### src/rtl/qam16_mixer.sv
// 16-QAM symbol mapper and carrier mixer. Buffers one symbol ahead, holds each
// symbol for SPS carrier samples, and emits (I*cos - Q*sin) >>> 3.
module qam16_mixer #(
    parameter int SPS = 16,
    parameter int CW  = 16
) (
    input  logic          clk,
    input  logic          rst,
    input  logic          sym_valid,
    input  logic [3:0]    sym_data,
    output logic          sym_ready,
    output logic          carrier_en,
    input  logic [CW-1:0] carrier_sin,
    input  logic [CW-1:0] carrier_cos,
    output logic [15:0]   mod_out,
    output logic          mod_valid,
    output logic          underrun
);

    localparam int CNT_W = (SPS > 1) ? $clog2(SPS) : 1;
    localparam logic [CNT_W-1:0] LAST = CNT_W'(SPS - 1);

    typedef enum logic {
        IDLE,
        RUN
    } state_t;

    state_t            state;
    logic [CNT_W-1:0]  sample_cnt;
    logic [3:0]        next_data;
    logic              next_full;
    logic signed [2:0] cur_i;
    logic signed [2:0] cur_q;
    logic signed [2:0] i_d1;
    logic signed [2:0] q_d1;
    logic              v1;
    logic              v2;
    logic              at_last;
    logic              consume;
    logic              accept;

    logic signed [CW+2:0] i_ext;
    logic signed [CW+2:0] q_ext;
    logic signed [CW+2:0] cos_ext;
    logic signed [CW+2:0] sin_ext;
    logic signed [CW+2:0] p_i;
    logic signed [CW+2:0] p_q;
    logic signed [CW+3:0] diff;
    logic signed [15:0]   scaled;

    // Gray code: 00 -> -3, 01 -> -1, 11 -> +1, 10 -> +3
    function automatic logic signed [2:0] gray_level(input logic [1:0] bits);
        case (bits)
            2'b00:   gray_level = 3'b101;
            2'b01:   gray_level = 3'b111;
            2'b11:   gray_level = 3'b001;
            default: gray_level = 3'b011;
        endcase
    endfunction

    assign at_last    = (state == RUN) && (sample_cnt == LAST);
    assign consume    = next_full && ((state == IDLE) || at_last);
    assign sym_ready  = !rst && (!next_full || consume);
    assign accept     = sym_valid && sym_ready;
    assign carrier_en = !rst && (state == RUN);

    always_ff @(posedge clk) begin
        if (rst) begin
            next_full <= 1'b0;
            next_data <= '0;
        end else if (accept) begin
            next_data <= sym_data;
            next_full <= 1'b1;
        end else if (consume) begin
            next_full <= 1'b0;
        end
    end

    // A symbol arriving on the boundary cycle lands in next_data too late to be seen here
    always_ff @(posedge clk) begin
        if (rst) begin
            state      <= IDLE;
            sample_cnt <= '0;
            underrun   <= 1'b0;
            cur_i      <= '0;
            cur_q      <= '0;
        end else begin
            underrun <= 1'b0;
            case (state)
                IDLE: begin
                    if (next_full) begin
                        state      <= RUN;
                        sample_cnt <= '0;
                    end
                end
                RUN: begin
                    if (at_last) begin
                        sample_cnt <= '0;
                        if (!next_full) begin
                            state    <= IDLE;
                            underrun <= 1'b1;
                        end
                    end else begin
                        sample_cnt <= sample_cnt + 1'b1;
                    end
                end
                default: state <= IDLE;
            endcase
            if (consume) begin
                cur_i <= gray_level(next_data[3:2]);
                cur_q <= gray_level(next_data[1:0]);
            end
        end
    end

    assign i_ext   = {{CW{i_d1[2]}}, i_d1};
    assign q_ext   = {{CW{q_d1[2]}}, q_d1};
    assign cos_ext = {{3{carrier_cos[CW-1]}}, carrier_cos};
    assign sin_ext = {{3{carrier_sin[CW-1]}}, carrier_sin};
    assign diff    = {p_i[CW+2], p_i} - {p_q[CW+2], p_q};
    assign scaled  = 16'(diff >>> 3);

    // Levels are delayed one cycle so they meet the LUT sample they were enabled with
    always_ff @(posedge clk) begin
        if (rst) begin
            i_d1      <= '0;
            q_d1      <= '0;
            v1        <= 1'b0;
            p_i       <= '0;
            p_q       <= '0;
            v2        <= 1'b0;
            mod_out   <= '0;
            mod_valid <= 1'b0;
        end else begin
            i_d1 <= cur_i;
            q_d1 <= cur_q;
            v1   <= carrier_en;
            p_i  <= i_ext * cos_ext;
            p_q  <= q_ext * sin_ext;
            v2   <= v1;
            if (v2) begin
                mod_out   <= scaled;
                mod_valid <= 1'b1;
            end else begin
                mod_out   <= '0;
                mod_valid <= 1'b0;
            end
        end
    end

endmodule

### config.mk
export PLATFORM = sky130hd
export DESIGN_NAME = qam16_mixer
export DESIGN_NICKNAME = d
export VERILOG_FILES = /design/src/rtl/qam16_mixer.sv
export SDC_FILE = /design/constraint.sdc
export NUM_CORES = 1
export LEC_CHECK = 0
export CAP_MARGIN = 10
export CORE_MARGIN = 4
export CORE_UTILIZATION = 35
export CTS_CLUSTER_DIAMETER = 200
export DETAILED_ROUTE_END_ITERATION = 10
export HOLD_SLACK_MARGIN = 0.02
export PLACE_DENSITY_LB_ADDON = 0.05
export REMOVE_ABC_BUFFERS = 1
export SLEW_MARGIN = 20
export SYNTH_ARGS = -nofsm -noshare
export SYNTH_HDL_FRONTEND = slang
export SYNTH_SLANG_ARGS = --single-unit
### constraint.sdc
create_clock -name clk -period 4.9 [get_ports clk]
set_input_delay 1.47 -clock clk [delete_from_list [all_inputs] [get_ports clk]]
set_output_delay 1.47 -clock clk [all_outputs]
set_load 0.02 [all_outputs]
-- Word-level counts from Yosys, hierarchy flattened
Index checks and enable logic that the tools add are counted.
- multiplexer cells: 12
- multipliers: 2
- bitwise gates (word level): 3
- equality and inequality tests: 6
- add/subtract/negate cells: 2
- reductions and logical operators: 14
- operator list (operator ; count):
    3-bit by 16-bit multiplier with 19-bit output ; 2
    19-bit subtractor ; 1
    3-bit case mux with 3 select lines ; 2
    4-bit two-way mux ; 2
    4-bit case mux with 2 select lines ; 1
    1-bit two-way mux ; 6
    1-bit logical AND ; 5
    4-bit by 1-bit adder with 4-bit output (second input constant) ; 1
    2-bit by 1-bit == test with 1-bit output (second input constant) ; 2
    2-bit == test (second input constant) ; 2
    4-bit == test (second input constant) ; 1
    2-bit logical NOT ; 2
    1-bit NOT ; 3
    3-bit OR reduction ; 1
    1-bit logical NOT ; 2
    1-bit logical OR ; 2
    2-bit inequality test (second input constant) ; 1
    1-bit case mux with 2 select lines ; 1
    2-bit nonzero test ; 1
    2-bit OR reduction ; 1
- input bits: 39
- word-level logic and storage cells: 54
- output and inout port bits: 20
- bits in registers: 80

-- Longest topological paths before layout
Gate-level depths: netlist of the first run.
- depth in word-level cells: 8
- depth in mapped cells: 15
- gate-level depth less buffers: 14

-- Least setup slack after synthesis of the first run
OpenSTA, ideal clock, no wires.
- path type: in2reg
- from: input carrier_cos[0]
- to: register p_i[15]
- arrival: 4.297 ns
- required time: 4.822 ns
- slack: 0.525 ns
- stages on the path: 13
- setup time: 0.078 ns
- path buffers: 0
- path through: nand2b_1 -> fa_1 -> inv_1 -> fa_1 -> ha_1 -> fa_1 -> a211oi_1 -> or3_1 -> nand4_1 -> a21oi_2 -> a21oi_1 -> o21a_1 -> nor3_1
- word-level cells in the longest chain between the ends: 1
- RTL lines (what ; RTL line ; text):
    start, declared ; 14 ; input logic [CW-1:0] carrier_cos,
    3-bit by 16-bit multiplier with 19-bit output ; 138 ; p_i <= i_ext * cos_ext;
    end signal, assigned ; 138 ;
    end, declared ; 46 ; logic signed [CW+2:0] p_i;
Every way passes these cells.
A chain may end at the register's enable or synchronous reset.

-- Worst setup path after layout of the first run
Same ends and word-level chain as after synthesis.

==> impl_results.rst, run 1 <==
.. list-table::
   :header-rows: 1

   * - Metric
     - Value
   * - DRC violations left
     - 0
   * - Final Non-Filler Cells
     - 983
   * - Antenna diode count
     - 0
   * - Pin count of the biggest net entering global routing
     - between 50 and 60
   * - Slew at the pin closest to its max-slew limit
     - 0.992 ns
   * - Period utilisation layout
     - 0.955
   * - Violation count after the first detailed-route iteration
     - 154
   * - PnR worst setup slack
     - between 0.2 and 0.25 ns
   * - Time the worst path needs with I/O delays and setup
     - 4.68 ns
   * - Startpoint of the most critical register-to-register path
     - i_d1[0]
   * - Die width
     - 141 µm
   * - Crit-path max FO
     - 3
   * - NetSw
     - 0.471 mW
   * - Type of the tightest min-delay check
     - reg2reg
   * - Flip-flop cell with the highest count after synthesis
     - sky130_fd_sc_hd__dfxtp_1
   * - Portion of total power attributed to combinational logic
     - 0.213
   * - Slowest stage cell on the critical path
     - sky130_fd_sc_hd__fa_1
   * - Port buffer count
     - 58
   * - Remaining global-route overflow
     - 0
   * - TritonCTS buffer count
     - 9
   * - Starting density of the core
     - 0.357
   * - Standby leakage power
     - 3.53 nW
   * - Endpoint of the worst setup timing path
     - p_i[15]
   * - Warning count from the yosys run
     - 0
   * - Final hold violations
     - 0
   * - Detailed Place HPWL
     - ~10000 µm
   * - Total iterations of the first detailed-routing run
     - 4
   * - Clock Tree Root
     - sky130_fd_sc_hd__clkbuf_16
   * - Design internal power
     - around 1.3 mW
   * - H-tree depth
     - 3
   * - Site row count
     - between 40 and 50
   * - Routed via count
     - 4883
   * - Instance area at placement
     - approximately 7000 µm²
   * - Non-Filler Cell Area, Final
     - 7350 µm²
   * - Cell count after synthesis
     - roughly 700
   * - Required time of the worst setup path
     - 5.16 ns
   * - Number of nets with antenna violations after detailed routing
     - 0
   * - Library cells used by synthesis
     - between 50 and 60
   * - Async set-or-reset flop fraction in the synthesized netlist
     - 0
   * - Sinks on the clock net
     - 78
   * - Final Max Slew Viols
     - 0
   * - Final Net Count
     - slightly above 900
   * - Worst hold-check slack
     - 0.434 ns
   * - Share of cells above drive strength 1
     - 0.0541
   * - Number of global-route vias before repair
     - 4795
   * - CTS tree
     - yes
   * - Overall Power
     - 1.76 mW
   * - Worst-case reg-to-reg path depth
     - 12
   * - Peak Freq
     - ~210 MHz
   * - Maximum clock path buffer count
     - 2
   * - Clock edge transition at the registers on the reported setup and hold paths
     - 0.06 ns
   * - Worst slew margin relative to its limit
     - 0.337
   * - Number of synthesized register bits
     - 78
   * - Category of the worst setup path capture point
     - register
   * - Sequential cell fraction of total power
     - 0.384
   * - Floorplan die area
     - 19900 µm²
   * - WL per Instance
     - 12.8 µm
   * - Clock power share
     - 0.403
   * - Total of max-cap violations
     - 0
   * - Final total negative setup slack
     - 0 ns
   * - Switching fraction of total power
     - 0.267
   * - Wire length of the first global-routing pass
     - roughly 22000 µm
   * - Post-synthesis average cell area
     - 8.87 µm²
   * - Number of enable flip-flop cells after synthesis
     - 0
   * - Worst skew pair latency
     - 0.34 ns
   * - Average vias per placed instance
     - 4.97
   * - Initial antenna violation count
     - 0
   * - Core area
     - 17400 µm²
   * - Setup Buffers After CTS
     - 0
   * - Post-synthesis to final-layout area growth
     - 18.7%
   * - Tot GR Track Use
     - 0.131
   * - Pre-CTS worst setup slack
     - -0.162 ns
   * - Critical register-to-register path endpoint
     - p_q[15]
   * - Number of top-level pins
     - 59
   * - Placed Cells incl. Taps
     - 967
   * - Crit Path Category
     - in2reg
   * - Run status
     - finished clean
   * - Post-synthesis sequential area ratio
     - 0.252
   * - Register-to-register setup slack
     - ~0.87 ns
   * - Most frequent standard cell in the layout excluding fill and tap cells
     - sky130_fd_sc_hd__ha_1
   * - Cells along the critical path
     - clkdlybuf4s50_1, nand2b_1, fa_1, inv_1, fa_1, ha_1, fa_1, a211oi_2, or3_1, nand4_1, a21oi_2, a21oi_1, o21a_1, nor3_1
   * - Power density over cell area
     - 240 nW/µm²
   * - Arrival @ worst endpoint
     - 4.94 ns
   * - Most frequent cells in the layout
     - 88 x sky130_fd_sc_hd__ha_1, 78 x sky130_fd_sc_hd__dfxtp_1, 76 x sky130_fd_sc_hd__nor2_1, 63 x sky130_fd_sc_hd__and2_1, 57 x sky130_fd_sc_hd__clkdlybuf4s50_1
   * - Type of origin of the critical path
     - input port
   * - Slowest Stage Delay on Critical Path
     - around 0.55 ns
   * - Crit path top cell by count
     - sky130_fd_sc_hd__fa_1
   * - Final setup violation count
     - 0
   * - Netlist area before placement
     - 6200 µm²
   * - Critical path origin
     - carrier_cos[0]
   * - Weighted congestion at the end of routability-driven global placement
     - 0.789
   * - Setup repair after global routing missed its margin
     - false
   * - Post-detailed-routing wire length
     - roughly 13000 µm
   * - Fin Clk Skew
     - 0.00987 ns
   * - Height of the die
     - around 140 µm
   * - Worst vdd ir
     - 0.000190 V
   * - End-of-flow core utilization
     - 0.424
## power by group through the flow
stage                     logic, mW  registers [mW]  clock network, mW
after floorplan               0.262           0.688                  0
after global placement        0.377           0.692                  0
after detailed placement      0.379           0.692                  0
after CTS                     0.381           0.678              0.737
after global routing          0.425           0.681              0.771
final                         0.376           0.678              0.711
## final cells by class
| type | instances | area (µm²) |
|---|---|---|
| clock buffer | 11 | 243 |
| clock inverter | 5 | 82.6 |
| fill | 1773 | 10000 |
| inverter | 38 | 143 |
| multi-input combinational | 561 | 4420 |
| sequential | 78 | 1560 |
| tap | 225 | 282 |
| timing repair buffer | 65 | 628 |
## worst min path at each step
stage | slack [ns] | startpoint | cells after the start | endpoint
6_report | 0.43 | cur_i[0] | 2 | i_d1[0]
5_1_grt | 0.46 | cur_i[0] | 2 | i_d1[0]
4_1_cts | 0.44 | cur_i[0] | 2 | i_d1[0]
3_5_place_dp | 0.43 | cur_i[0] | 2 | i_d1[0]
3_3_place_gp | 0.42 | cur_i[0] | 2 | i_d1[0]
2_1_floorplan | 0.41 | cur_i[0] | 2 | i_d1[0]
## cells by family after synthesis
family,Yosys count,synth area share
simple gates,272,0.227
compound gates,128,0.141
fa+ha+maj,122,0.287
flops,78,0.252
buf+inv,60,0.0365
xor+xnor,37,0.0523
mux,2,0.00343
## synth_stat cells (all sizes together) (5+ instances only)
cell	number	share of area
xnor2	19	0.027
nor3b	6	0.0081
a211o	6	0.0087
o21ai	20	0.017
o21a	7	0.0085
ha	88	0.18
and3	5	0.0050
and2	64	0.065
nand3	16	0.014
nor3	18	0.015
fa	34	0.11
nand4	8	0.0081
clkbuf	20	0.012
o31ai	6	0.0073
inv	38	0.023
nand2b	5	0.0050
o21bai	6	0.0079
nor2	77	0.047
a21oi	45	0.039
a211oi	9	0.013
a21o	14	0.017
dfxtp	78	0.25
nor2b	32	0.032
xor2	18	0.025
nand2	35	0.021
## critical path: cells and delay by family
| family | cells | cell delay (ns) |
|---|---|---|
| adder cells (fa/ha/maj) | 4 | 1.56 |
| AO/OA/AOI/OAI | 4 | 0.80 |
| AND/OR/NAND/NOR | 4 | 0.61 |
| buffers and inverters | 2 | 0.49 |
## registers in the layout, summed over array words and instances (netlist names)
signal      count
q_d1            2
next_full       1
v2              1
mod_out        16
underrun        1
sample_cnt      4
cur_q           2
mod_valid       1
next_data       4
p_q            19
cur_i           3
v1              1
i_d1            3
p_i            19
state           1
## repair_timing
action,in CTS,in global routing
setup endpoints to repair,0,1
hold buffers,0,0
gates resized for setup,0,1
## routing by layer
metal  part of all wire  vias to the layer above  routed length [µm]  GRT usage
met5                  0                        -                   0          0
met4              0.010                        0                 129     0.0240
met1               0.47                     2310                5960      0.171
li1                   -                     2506                   -          -
met2               0.48                       58                6020      0.218
met3              0.036                        9                 450     0.0383
Note: power is estimated with default switching activity, not from simulation.
==> run 2, diff against run 1 <==
==> constraint.sdc (replaced) <==
create_clock -name clk -period 6 [get_ports clk]
set_input_delay 1.8 -clock clk [delete_from_list [all_inputs] [get_ports clk]]
set_output_delay 1.8 -clock clk [all_outputs]
set_load 0.02 [all_outputs]
==> run 2 against run 1 <==
Clock-buffer cell count decreased by 1. Via count decreased by 1.2%. Clock skew grew 0.0017 ns. Utilization down 0.48 points. Flip-flop and latch count stayed put. Die area stayed put.
==> impl_results.rst, run 2 (synthesis gave the netlist of run 1 again) <==
.. list-table::
   :header-rows: 1

   * - Metric
     - Value
   * - Run status
     - finished clean
   * - Post-detailed-routing wire length
     - about 12000 µm
   * - Non-Filler Cell Area, Final
     - 7270 µm²
   * - Floorplan die area
     - 19900 µm²
   * - Final Max Slew Viols
     - 0
   * - Pin count of the biggest net entering global routing
     - 58
   * - Core area
     - 17400 µm²
   * - End-of-flow core utilization
     - 0.419
   * - Share of cells above drive strength 1
     - 0.0478
   * - Crit-path max FO
     - 3
   * - Peak Freq
     - 194 MHz
   * - Setup Buffers After CTS
     - 0
   * - Setup repair after global routing missed its margin
     - false
   * - Time the worst path needs with I/O delays and setup
     - 5.16 ns
   * - Period utilisation layout
     - 0.860
   * - Remaining global-route overflow
     - 0
   * - Post-CTS resize count
     - 0
   * - Final total negative setup slack
     - 0 ns
   * - Total of max-cap violations
     - 0
   * - Required time of the worst setup path
     - 6.25 ns
   * - Register-to-register setup slack
     - 1.78 ns
   * - Instance area at placement
     - between 6000 and 7000 µm²
   * - Port buffer count
     - 58
   * - Maximum clock path buffer count
     - 2
   * - Final Net Count
     - 909
   * - Weighted congestion at the end of routability-driven global placement
     - 0.812
   * - Site row count
     - 48
   * - Most frequent standard cell in the layout excluding fill and tap cells
     - sky130_fd_sc_hd__ha_1
   * - Clock Tree Root
     - sky130_fd_sc_hd__clkbuf_16
   * - Number of global-route vias before repair
     - 4789
   * - Slew at the pin closest to its max-slew limit
     - roughly 1.0 ns
   * - H-tree depth
     - 3
   * - Category of the worst setup path capture point
     - register
   * - Hold buffer count at CTS
     - 0
   * - Height of the die
     - 141 µm
   * - Standby leakage power
     - 3.48 nW
   * - Most frequent cells in the layout
     - 88 x sky130_fd_sc_hd__ha_1, 78 x sky130_fd_sc_hd__dfxtp_1, 76 x sky130_fd_sc_hd__nor2_1, 63 x sky130_fd_sc_hd__and2_1, 57 x sky130_fd_sc_hd__clkdlybuf4s50_1
   * - Violation count after the first detailed-route iteration
     - 230
   * - Cells along the critical path
     - clkdlybuf4s50_1, nand2b_1, fa_1, inv_1, fa_1, ha_1, fa_1, a211oi_1, or3_1, nand4_1, a21oi_2, a21oi_1, o21a_1, nor3_1
   * - Number of top-level pins
     - 59
   * - Global-route met1 utilization
     - 0.164
   * - Wire length of the first global-routing pass
     - 21200 µm
   * - Count of buffer and inverter cells on the critical path
     - 2
   * - Total iterations of the first detailed-routing run
     - 4
   * - Starting density of the core
     - 0.357
   * - Slowest stage cell on the critical path
     - sky130_fd_sc_hd__fa_1
   * - Largest registers
     - p_i: 19 flops, p_q: 19 flops, mod_out: 16 flops
   * - Post-synthesis to final-layout area growth
     - 17.3%
   * - DRC violations left
     - 0
   * - Final hold violations
     - 0
   * - Routed via count
     - slightly below 5000
   * - Crit Path Category
     - in2reg
   * - Fin Clk Skew
     - 0.0116 ns
   * - Crit path top cell by count
     - sky130_fd_sc_hd__fa_1
   * - WL per Instance
     - 12.6 µm
   * - Type of the tightest min-delay check
     - reg2reg
   * - Worst vdd ir
     - 0.000161 V
   * - Global Route met3 Usage
     - 0.0343
   * - Slowest Stage Delay on Critical Path
     - approximately 0.55 ns
   * - Power density over cell area
     - 188 nW/µm²
   * - Sinks on the clock net
     - 78
   * - Number of nets with antenna violations after detailed routing
     - 0
   * - Clock edge transition at the registers on the reported setup and hold paths
     - around 0.060 ns
   * - Detailed Place HPWL
     - 10000 µm
   * - Worst slew margin relative to its limit
     - 0.313
   * - Family with the most delay on the worst path
     - adder cells
   * - TritonCTS buffer count
     - 9
   * - Type of origin of the critical path
     - input port
   * - Arrival @ worst endpoint
     - 5.41 ns
   * - Antenna diode count
     - 0
   * - Tot GR Track Use
     - 0.128
   * - Overall Power
     - between 1 and 1.5 mW
   * - Average vias per placed instance
     - 4.93
   * - Final setup violation count
     - 0
   * - Initial antenna violation count
     - 0
   * - Die width
     - ~140 µm
   * - CTS tree
     - yes
   * - Global-route met2 utilization
     - 0.211
   * - Worst skew pair latency
     - 0.34 ns
   * - Global route hottest layer
     - met2
run 2: changes by cell type in the layout (fill, tap and decap cells not counted):
cell,delta
sky130_fd_sc_hd__clkbuf_1,-1
sky130_fd_sc_hd__bufinv_16,-2
sky130_fd_sc_hd__buf_4,-5
sky130_fd_sc_hd__a211oi_2,-1
sky130_fd_sc_hd__a211oi_1,+1
sky130_fd_sc_hd__clkinvlp_4,+2
sky130_fd_sc_hd__inv_6,+1
run 2: worst paths after layout:
check,from,end,cells after the start
setup / recovery,carrier_cos[0],p_i[15],14
hold / removal,cur_i[0],i_d1[0],2
setup reg to reg,i_d1[0],p_i[15],13
hold reg to reg,cur_i[0],i_d1[0],2
run 2: cell type report:
class / instances / area, µm²
flip-flops and latches: 78 / 1560
inverters: 38 / 143
clock inverters: 6 / 46.3
multi-input cells: 561 / 4410
fillers: 1758 / 10100
clock buffers: 10 / 239
well taps: 225 / 282
repair buffers: 60 / 591
run 2: metrics by stage:
stage               worst slack, ns  hold WS [ns]  cells
global route                  0.625         0.455    978
detailed placement            0.512         0.431    962
finish                        0.842         0.437    978
global placement              0.579         0.424    962
CTS                           0.869         0.442    978
floorplan                      1.29         0.413    677
run 2: routing by layer:
layer,up-vias,wire (µm),part of all wire
li1,2489,-,-
met1,2263,5870,0.48
met2,64,5900,0.48
met3,8,400,0.033
met4,0,106,0.0086
met5,-,0,0
run 2: where the power goes:
group | total [mW] | switching [mW] | internal [mW]
clock network | 0.505 | 0.212 | 0.293
logic | 0.306 | 0.165 | 0.142
registers | 0.553 | 0.0147 | 0.538
run 2: worst register-to-register path: stages, from the launching register on:
cell and delay [ns]:
sky130_fd_sc_hd__dfxtp_1 1.00, sky130_fd_sc_hd__nand2_1 0.17, sky130_fd_sc_hd__fa_1 0.53, sky130_fd_sc_hd__inv_1 0.05
sky130_fd_sc_hd__fa_1 0.39, sky130_fd_sc_hd__ha_1 0.23, sky130_fd_sc_hd__fa_1 0.44, sky130_fd_sc_hd__a211oi_1 0.34
sky130_fd_sc_hd__or3_1 0.17, sky130_fd_sc_hd__nand4_1 0.13, sky130_fd_sc_hd__a21oi_2 0.23, sky130_fd_sc_hd__a21oi_1 0.12
sky130_fd_sc_hd__o21a_1 0.17, sky130_fd_sc_hd__nor3_1 0.16
==> run 3, diff against run 2 <==
--- a/config.mk
+++ b/config.mk
@@ -10,6 +10,7 @@
 export CORE_UTILIZATION = 35
 export CTS_CLUSTER_DIAMETER = 200
 export DETAILED_ROUTE_END_ITERATION = 10
+export DONT_BUFFER_PORTS = 1
 export HOLD_SLACK_MARGIN = 0.02
 export PLACE_DENSITY_LB_ADDON = 0.05
 export REMOVE_ABC_BUFFERS = 1
==> run 3 against run 2 <==
Via count down 5.0%. Critical path type unchanged. Clock skew down 0.0034 ns. Final area down 7.9%. Global-route usage up 0.076 points. Critical path depth down 1. First-iteration DRC count down 34%. Critical endpoint unchanged.
==> impl_results.rst, run 3 (synthesis gave the netlist of run 1 again) <==
.. list-table::
   :header-rows: 1

   * - Metric
     - Value
   * - Core area
     - 17400 µm²
   * - PnR worst setup slack
     - 1.35 ns
   * - Port buffer count
     - 0
   * - Most frequent standard cell in the layout excluding fill and tap cells
     - sky130_fd_sc_hd__ha_1
   * - TritonCTS buffer count
     - 9
   * - Switching fraction of total power
     - 0.279
   * - Pin count of the biggest net entering global routing
     - 64
   * - Wire length of the first global-routing pass
     - roughly 21000 µm
   * - Sinks on the clock net
     - 78
   * - Largest registers
     - p_i: 19 flops, p_q: 19 flops, mod_out: 16 flops
   * - Setup Buffers After CTS
     - 0
   * - Final hold violations
     - 0
   * - Portion of total power attributed to combinational logic
     - 0.194
   * - Antenna diode count
     - 0
   * - Run status
     - finished clean
   * - Crit Path Category
     - in2reg
   * - Global route hottest layer
     - met2
   * - Crit-path max FO
     - 3
   * - Family with the most delay on the worst path
     - adder cells
   * - Count of buffer and inverter cells on the critical path
     - 1
   * - Final Max Slew Viols
     - 0
   * - Post-CTS resize count
     - 0
   * - NetSw
     - ~0.38 mW
   * - Slowest stage cell on the critical path
     - sky130_fd_sc_hd__fa_1
   * - Final Net Count
     - approximately 850
   * - Share of cells above drive strength 1
     - 0.0462
   * - Violation count after the first detailed-route iteration
     - 152
   * - Global-route met1 utilization
     - 0.164
   * - Clock edge transition at the registers on the reported setup and hold paths
     - 0.06 ns
   * - Arrival @ worst endpoint
     - 4.90 ns
   * - Slowest Stage Delay on Critical Path
     - ~0.55 ns
   * - Final total negative setup slack
     - 0 ns
   * - Weighted congestion at the end of routability-driven global placement
     - approximately 0.8
   * - Site row count
     - 48
   * - Power density over cell area
     - 203 nW/µm²
   * - Global-route met2 utilization
     - 0.219
   * - Average vias per placed instance
     - 4.99
   * - Worst vdd ir
     - 0.000140 V
   * - Crit path top cell by count
     - sky130_fd_sc_hd__fa_1
   * - Worst slew margin relative to its limit
     - 0.336
   * - DRC violations left
     - 0
   * - Cells along the critical path
     - nand2b_1, fa_1, inv_1, fa_1, ha_1, fa_1, a211oi_1, or3_1, nand4_1, a21oi_2, a21oi_1, o21a_1, nor3_1
   * - CTS tree
     - yes
   * - Post-detailed-routing wire length
     - between 10000 and 15000 µm
   * - Hold buffer count at CTS
     - 0
   * - Final setup violation count
     - 0
   * - Required time of the worst setup path
     - about 6.3 ns
   * - Remaining global-route overflow
     - 0
   * - Number of top-level pins
     - 59
   * - Post-synthesis to final-layout area growth
     - 8.01%
   * - Die width
     - 141 µm
   * - Sequential cell fraction of total power
     - 0.410
   * - Type of origin of the critical path
     - input port
   * - Starting density of the core
     - 0.357
   * - Floorplan die area
     - 19900 µm²
   * - Number of global-route vias before repair
     - 4566
   * - Type of the tightest min-delay check
     - reg2reg
   * - Standby leakage power
     - 3.26 nW
   * - Detailed Place HPWL
     - about 10000 µm
   * - End-of-flow core utilization
     - 0.386
   * - Maximum clock path buffer count
     - 2
   * - Initial antenna violation count
     - 0
   * - Most frequent cells in the layout
     - 88 x sky130_fd_sc_hd__ha_1, 78 x sky130_fd_sc_hd__dfxtp_1, 76 x sky130_fd_sc_hd__nor2_1, 63 x sky130_fd_sc_hd__and2_1, 40 x sky130_fd_sc_hd__a21oi_1
   * - Total iterations of the first detailed-routing run
     - 4
   * - Number of nets with antenna violations after detailed routing
     - 0
   * - Tot GR Track Use
     - 0.129
   * - Time the worst path needs with I/O delays and setup
     - 4.65 ns
   * - FILL cells
     - around 1800
   * - Fin Clk Skew
     - between 0.008 and 0.009 ns
   * - Pre-CTS worst setup slack
     - 1.01 ns
   * - Category of the worst setup path capture point
     - register
   * - Design internal power
     - 0.978 mW
   * - Slew at the pin closest to its max-slew limit
     - approximately 1 ns
   * - Setup repair after global routing missed its margin
     - false
   * - H-tree depth
     - 3
   * - Overall Power
     - ~1.4 mW
   * - Worst skew pair latency
     - 0.33 ns
   * - WL per Instance
     - 13.4 µm
   * - Clock Tree Root
     - sky130_fd_sc_hd__clkbuf_16
   * - Clock power share
     - 0.396
   * - Routed via count
     - around 4600
   * - Total of max-cap violations
     - 0
   * - Height of the die
     - 141 µm
   * - Period utilisation layout
     - 0.775
   * - Peak Freq
     - 215 MHz
   * - Global Route met3 Usage
     - 0.0332
[run 3: cell types whose count changed in the layout (fill, tap and decap cells not counted), sizes merged]
cell	previous run	this run
buf	3	0
bufinv	0	1
clkdlybuf4s50	57	0
clkinv	3	0
clkinvlp	2	3
inv	39	40
[run 3: layout make-up]
cell class	instances	area, µm²	area share
Inverter	38	143	0.0213
Clock buffer	10	229	0.0342
Multi-Input combinational cell	561	4410	0.659
Clock inverter	6	70.1	0.0105
Sequential cell	78	1560	0.233
Tap cell	225	282	0.0420
[run 3: metrics by stage]
step,cells,instance area [µm²],hold slack [ns]
final,918,6700,0.433
after global routing,918,6700,0.458
after CTS,918,6700,0.436
after detailed placement,902,6400,0.427
after global placement,902,6400,0.424
after floorplan,677,6110,0.413
[run 3: path summary, 6_finish.rpt]
check	from	endpoint	slack [ns]	depth (start not counted)
max	carrier_cos[0]	p_i[15]	1.35	13
min	cur_i[0]	i_d1[0]	0.43	2
max reg2reg	i_d1[0]	p_i[15]	1.85	13
min reg2reg	cur_i[0]	i_d1[0]	0.43	2
[run 3: power by group through the flow]
stage	combinational (mW)	sequential [mW]	clock [mW]
global placement	0.263	0.568	0
finish	0.263	0.556	0.536
global route	0.302	0.559	0.583
floorplan	0.214	0.562	0
detailed placement	0.264	0.568	0
CTS	0.265	0.557	0.554
[run 3: metal layers]
layer | share of wire | vias up
li1 | - | 2365
met1 | 0.47 | 2152
met2 | 0.48 | 58
met3 | 0.045 | 8
met4 | 0.0075 | 0
met5 | 0 | -
[run 3: worst reg2reg max path: stages (launching register included)]
cell	delay [ns]
sky130_fd_sc_hd__dfxtp_1	0.97
sky130_fd_sc_hd__nand2_1	0.16
sky130_fd_sc_hd__fa_1	0.52
sky130_fd_sc_hd__inv_1	0.05
sky130_fd_sc_hd__fa_1	0.38
sky130_fd_sc_hd__ha_1	0.23
sky130_fd_sc_hd__fa_1	0.44
sky130_fd_sc_hd__a211oi_1	0.34
sky130_fd_sc_hd__or3_1	0.17
sky130_fd_sc_hd__nand4_1	0.13
sky130_fd_sc_hd__a21oi_2	0.23
sky130_fd_sc_hd__a21oi_1	0.11
sky130_fd_sc_hd__o21a_1	0.17
sky130_fd_sc_hd__nor3_1	0.16
